### src/rtl/memory_arbiter.sv
// memory_arbiter: round-robin arbiter between a fetch port and a data port sharing one byte-wide memory.
module memory_arbiter (
  input  logic        clk,
  input  logic        reset_n,
  input  logic        if_req,
  input  logic [63:0] if_addr,
  output logic        if_ready,
  output logic [31:0] if_instr,
  input  logic        d_req,
  input  logic        d_we,
  input  logic [1:0]  d_size,
  input  logic [63:0] d_addr,
  input  logic [63:0] d_wdata,
  output logic        d_ready,
  output logic [63:0] d_rdata,
  output logic [63:0] mem_addr,
  output logic        mem_we,
  output logic [7:0]  mem_wdata,
  input  logic [7:0]  mem_rdata
);
  typedef enum logic [1:0] {IDLE, IF_XFER, D_XFER, RESP} state_t;
  state_t      state;
  logic [2:0]  k, last_k, d_last;
  logic [63:0] acc, wbuf, acc_nxt, d_wsh;
  logic        we, last_d, grant_d;
  assign acc_nxt = {acc[55:0], mem_rdata};
  assign d_last  = 3'((4'd1 << d_size) - 4'd1);
  // store data left-justified so the most significant byte of the N-byte value leaves first
  assign d_wsh   = d_wdata << {~d_last, 3'b000};
  assign grant_d = d_req && (!if_req || !last_d);
  always_ff @(posedge clk or negedge reset_n) begin
    if (!reset_n) begin
      state     <= IDLE;
      k         <= '0;
      last_k    <= '0;
      acc       <= '0;
      wbuf      <= '0;
      we        <= 1'b0;
      last_d    <= 1'b0;
      if_ready  <= 1'b0;
      d_ready   <= 1'b0;
      if_instr  <= '0;
      d_rdata   <= '0;
      mem_addr  <= '0;
      mem_we    <= 1'b0;
      mem_wdata <= '0;
    end else begin
      case (state)
        IDLE: begin
          if (grant_d || if_req) begin
            state     <= grant_d ? D_XFER : IF_XFER;
            last_d    <= grant_d;
            last_k    <= grant_d ? d_last : 3'd3;
            we        <= grant_d && d_we;
            mem_addr  <= grant_d ? d_addr : if_addr;
            mem_we    <= grant_d && d_we;
            mem_wdata <= (grant_d && d_we) ? d_wsh[63:56] : 8'h00;
            wbuf      <= d_wsh << 8;
            k         <= '0;
            acc       <= '0;
          end
        end
        IF_XFER, D_XFER: begin
          acc <= acc_nxt;
          k   <= k + 3'd1;
          if (k == last_k) begin
            state     <= RESP;
            mem_addr  <= '0;
            mem_we    <= 1'b0;
            mem_wdata <= '0;
            if_ready  <= state == IF_XFER;
            d_ready   <= state == D_XFER;
            if (state == IF_XFER) if_instr <= acc_nxt[31:0];
            if (state == D_XFER && !we) d_rdata <= acc_nxt;
          end else begin
            mem_addr  <= mem_addr + 64'd1;
            mem_wdata <= we ? wbuf[63:56] : 8'h00;
            wbuf      <= wbuf << 8;
          end
        end
        default: begin
          state    <= IDLE;
          if_ready <= 1'b0;
          d_ready  <= 1'b0;
        end
      endcase
    end
  end
endmodule

### config.mk
export PLATFORM = sky130hd
export DESIGN_NAME = memory_arbiter
export DESIGN_NICKNAME = d
export VERILOG_FILES = /design/src/rtl/memory_arbiter.sv
export SDC_FILE = /design/constraint.sdc
export NUM_CORES = 1
export LEC_CHECK = 0
export CAP_MARGIN = 20
export CORE_ASPECT_RATIO = 1.4
export CORE_MARGIN = 10
export CORE_UTILIZATION = 38
export CTS_CLUSTER_DIAMETER = 100
export DETAILED_ROUTE_END_ITERATION = 10
export GPL_ROUTABILITY_DRIVEN = 0
export PLACE_DENSITY = 0.75
export SLEW_MARGIN = 40
export SYNTH_ARGS = -nofsm -noshare
export SYNTH_HDL_FRONTEND = slang
export SYNTH_SLANG_ARGS = --single-unit
### constraint.sdc
create_clock -name clk -period 3.47 [get_ports clk]
set_input_delay 0.5205 -clock clk [delete_from_list [all_inputs] [get_ports clk]]
set_output_delay 0.5205 -clock clk [all_outputs]
set_load 0.02 [all_outputs]
After elaboration in Yosys (flattened, before gate mapping)
Index checks and enable logic that the tools add are counted.
{ "word_totals": {"register_bits": 301, "in_bits": 207, "out_inout_bits": 171, "wordCells": 74} }
{ "classes": {"add_sub_neg": 3, "n_eq_ne": 6, "shifts": 2, "muxes": 28, "bitwise": 2, "reduce_logical": 19} }
{ "ops": {"columns": ["op", "n"], "rows": [
  ["$mux W64", 5],
  ["$pmux W64 S2", 2],
  ["$pmux W56 S2", 1],
  ["$add A64 B1 Y64 const B", 1],
  ["$shl A64 B6 Y64", 1],
  ["$mux W56", 1],
  ["$mux W8", 4],
  ["$pmux W8 S2", 1],
  ["$reduce_and A3 Y1", 4],
  ["$reduce_and A2 Y1", 4],
  ["$mux W2", 3],
  ["$mux W3", 2],
  ["$ne A2 B2 Y1 const B", 3],
  ["$pmux W1 S2", 3],
  ["$pmux W3 S2", 1],
  ["$mux W1", 4],
  ["$pmux W2 S2", 1],
  ["$add A3 B1 Y3 const B", 1],
  ["$eq A3 B3 Y1", 1],
  ["$logic_and A1 B1 Y1", 3],
  ["$logic_not A1 Y1", 3],
  ["$not A3 Y3", 1],
  ["$shl A1 B2 Y3 const A", 1],
  ["$sub A3 B1 Y3 const B", 1],
  ["other kinds (7)", 8]
]} }

Longest topological paths before layout
{ "logic_depth": {"depth_word": 7, "ltp_mapped": 10, "mapped_depth_nobuf": 8} }

Least setup slack after synthesis
OpenSTA, ideal clock, no wires.
{ "synth_timing": {"path_kind": "register -> register", "start": "reg mem_addr[18]", "end": "reg mem_addr[60]", "setup_time_ns": 0.124, "arrival_time_ns": 2.405, "t_required_ns": 3.346, "slack_ns": 0.941, "stages_incl_launch_ff": 9, "n_path_buf": 2, "period_less_slack_ns": 2.529, "path_cell_list": "dfrtp_1 > buf_4 > nand4_2 > or4_1 > buf_6 > or4b_4 > o21ai_2 > nand2_1 > a211o_1"} }
{ "synth_between": {"elab_chain_len": 3} }
{ "synth_rtl": {"columns": ["element", "line", "rtl"], "rows": [
  ["start, declared", "16", "output logic [63:0] mem_addr,"],
  ["start signal, assigned", "55", "mem_addr <= grant_d ? d_addr : if_addr;"],
  ["start signal, assigned", "76", "mem_addr <= mem_addr + 64'd1;"],
  ["$add A64 B1 Y64", "76", null],
  ["$mux W64", "66", "if (k == last_k) begin"],
  ["$pmux W64 S2", "48", "case (state)"]
]} }
Every way passes these cells.
A chain may end at the register's enable or synchronous reset.

Worst setup path after layout
{ "layout_timing": {"start": "reg state[0]", "end": "reg if_instr[25]"} }
{ "layout_between": {"elab_chain_len": 3, "elab_cells_between_ends": 4, "classes_between": "2 x eq/ne; 2 x reduce/logical"} }
{ "layout_rtl": {"columns": ["element", "line", "rtl"], "rows": [
  ["start, declared", "22", "state_t state;"],
  ["start signal, assigned", "51", "state <= grant_d ? D_XFER : IF_XFER;"],
  ["$eq A2 B1 Y1 or $eq A2 B2 Y1 (tied branches)", "48, 73", null],
  ["$reduce_or A2 Y1", "48", null],
  ["$reduce_and A3 Y1 (no source line) *", null, null],
  ["end signal, assigned", "73", "if (state == IF_XFER) if_instr <= acc_nxt[31:0];"],
  ["end, declared", "8", "output logic [31:0] if_instr,"]
]} }
Every way passes the cells marked *; elsewhere a longest branch is shown, timed or not.

==> results.cfg <==
[route]
detail_route.vias_per_cell = 5.77
first_iter_violations = 1063
dr.pass1.iters = 5
dr_total_vias = 12864
drt.antenna.violating_nets = 0
avgRoutedWirePerCell_um = 23.1
routed_wl_mm = 51.6
remaining_drc_errors = 0

[worst_setup_path]
ff2ff_path_depth = 6
regToRegEndpoint = if_instr[25]$_DFFE_PN0P_
worstPathArrival_ns = 3.26
path_class = reg -> reg
cp-end-kind = register
startpoint_type = register
reg2reg_slack_ns = 0.65
critPathMaxFanout = 59
cp.required_ns = 3.90
r2r_start = state[0]$_DFFE_PN0P_

[pwr]
intPower_uw = 10300
power_frac_clock_pct = 17.9
ir_worst_vdd_mv = 0.808
seqPwrFrac_pct = 32.4
power_density_nw_per_um2 = 912
power_leakage_uw = 0.00843
combinationalPowerShare_pct = 49.7
switching_share_pct = 43.3
p_switching_uw = 7830

[grt]
antenna_found_initial = 3
grt_first_pass_wirelength_mm = 78.2
track_usage_pct = 21.4
grt_max_degree = 113
grt.overflow.total = 0
grt_pass1_vias = 13102

[sta]
tightest_slew_ns = 0.732
finClkSkew_ns = 0.0213
final-hold-violation-count = 0
finalSetupViolations = 0
slew_violations = 0
final.setup.tns_ns = 0
rsz0062_at_grt = false
max_freq_ghz = 0.354
maxSlewHeadroom_pct = 51.2
fin_crit_ns = 2.82
min_period_over_period_pct = 81.4

[logic_synthesis]
yosysMostFrequentCell = dfrtp_1
ys_dominant_reg_cell = dfrtp_1
synthesis.instances = 1386
yosysTopAreaCell = dfrtp_1
ys_seq_area_share_pct = 51.0
synth_top_cells_by_count = dfrtp_1, nand2_1, mux2_2
syn_nets = 1601
synth_edf_count = 0
netlist.area_leader.share_pct = 51.0
ys_ff_latch = 293
yosys-top-cells-area = dfrtp_1, mux2_2, nand2_1, a22o_1, o21ai_0
netlist_area_um2 = 14400
syn_avg_cell_area_um2 = 10.4
async_reset_ff_share_pct = 100
yosys_warnings = 0
synth_cell_type_count = 70

[die]
rows = 84
core_um2 = 37500
fp.dieH_um = 250
die-width_um = 184
num_io_pins = 378
dieArea_um2 = 46200
start_util_pct = 38.3

[job]
drv_cap = 0

[clock_tree]
ctsResizeCount = 0
cts-hold-fix-buffers = 1
cts_setup_buffers = 0
h-tree-depth = 1
insertion_delay_ns = 0.56
clkTransAtPathRegs_ns = 0.06
cts-root-buf = clkbuf_16
cts_inserted_buffers = 29
cts_sinks = 293
cts.path.max_buffers = 3
cts_tree = yes

[placement]
dpl_cell_area_um2 = 18800
io_buffers = 377
dp_hpwl_mm = 38.2

[worst_hold_path]
hold_class = in -> async

[final_layout]
fin_nets = 1951
drive_gt1_share_pct = 14.0
postLayoutCellArea_um2 = 19800
areaGrowthSynthToFinish_pct = 37.8
diodes = 0

[status]
status = finished, final reports clean
[sequential cells by signal (all words and copies together) (netlist names)]
name,cells
wbuf,56
last_d,1
if_instr,32
mem_wdata,8
d_ready,1
acc,56
k,3
if_ready,1
last_k,3
mem_we,1
d_rdata,64
state,2
we,1
mem_addr,64
[cell type report]
cell class | count | area [µm²]
Fill cell | 3216 | 17700
Sequential cell | 293 | 7330
Multi-Input combinational cell | 979 | 6660
Timing Repair Buffer | 422 | 4210
Clock buffer | 43 | 878
Tap cell | 473 | 592
Clock inverter | 10 | 110
Inverter | 11 | 41.3
[routing by layer]
| layer | global-route usage, % | vias up | routed length, µm |
|---|---|---|---|
| li1 | - | 5842 | - |
| met1 | 23.9 | 6324 | 18700 |
| met2 | 37.9 | 570 | 26600 |
| met3 | 5.13 | 122 | 4120 |
| met4 | 8.99 | 6 | 2150 |
| met5 | 0 | - | 34 |
[worst max-delay path by stage]
stage,start,to
after floorplan,mem_addr[18]$_DFFE_PN0P_,mem_addr[60]$_DFFE_PN0P_
final,state[0]$_DFFE_PN0P_,if_instr[25]$_DFFE_PN0P_
after CTS,state[0]$_DFFE_PN0P_,if_instr[25]$_DFFE_PN0P_
after global routing,mem_addr[17]$_DFFE_PN0P_,mem_addr[58]$_DFFE_PN0P_
after global placement,d_req,mem_addr[32]$_DFFE_PN0P_
after detailed placement,state[0]$_DFFE_PN0P_,if_instr[25]$_DFFE_PN0P_
[cells by family after synthesis]
group	count (synthesis)	share of synthesized area (%)
simple gates	420	14.0
compound gates	387	18.1
flops	293	51.0
mux	159	12.8
buf+inv	114	3.13
fa+ha+maj	8	0.696
xor+xnor	5	0.304
[worst max-delay path: stages, from the launching register on]
cell,delay (ns)
dfrtp_1,0.43
inv_1,0.11
ha_2,0.72
buf_4,0.61
nand3_2,0.13
buf_4,0.29
mux2_2,0.34
[power groups by stage]
stage | Clock (µW) | Sequential, µW | Combinational (µW)
finish | 3240 | 5860 | 8990
global route | 3460 | 6030 | 9690
CTS | 3320 | 5850 | 9020
detailed placement | 0 | 5890 | 8970
global placement | 0 | 5820 | 8790
floorplan | 0 | 6410 | 4450
[through the flow]
step / total power, µW / instances / utilization, % / hold WS (ns) / setup WS, ns
2_1_floorplan: 10900 / 1386 / - / 0.225 / 0.941
3_3_place_gp: 14600 / 2176 / 50.1 / 0.462 / 0.744
3_5_place_dp: 14900 / 2177 / 50.2 / 0.452 / 0.664
4_1_cts: 18200 / 2231 / 52.8 / 0.452 / 0.631
5_1_grt: 19200 / 2231 / 52.8 / 0.480 / 0.442
6_report: 18100 / 2231 / 52.8 / 0.457 / 0.646
[cells in the final DEF (no fill, tap or decap), drive strengths merged, types with 12 or more instances in the layout]
master and n:
nand4 24, a21oi 78, buf 46, nor4 14, inv 13, o21ai 108, o311ai 14, clkbuf 43
a22o 61, nor2 30, nor3 20, a31oi 13, mux2 116, mux2i 35, nand3 44, clkdlybuf4s50 375
and3 20, a22oi 40, a221o 12, dfrtp 293, nand2 222
Note: power is estimated with default switching activity, not from simulation.
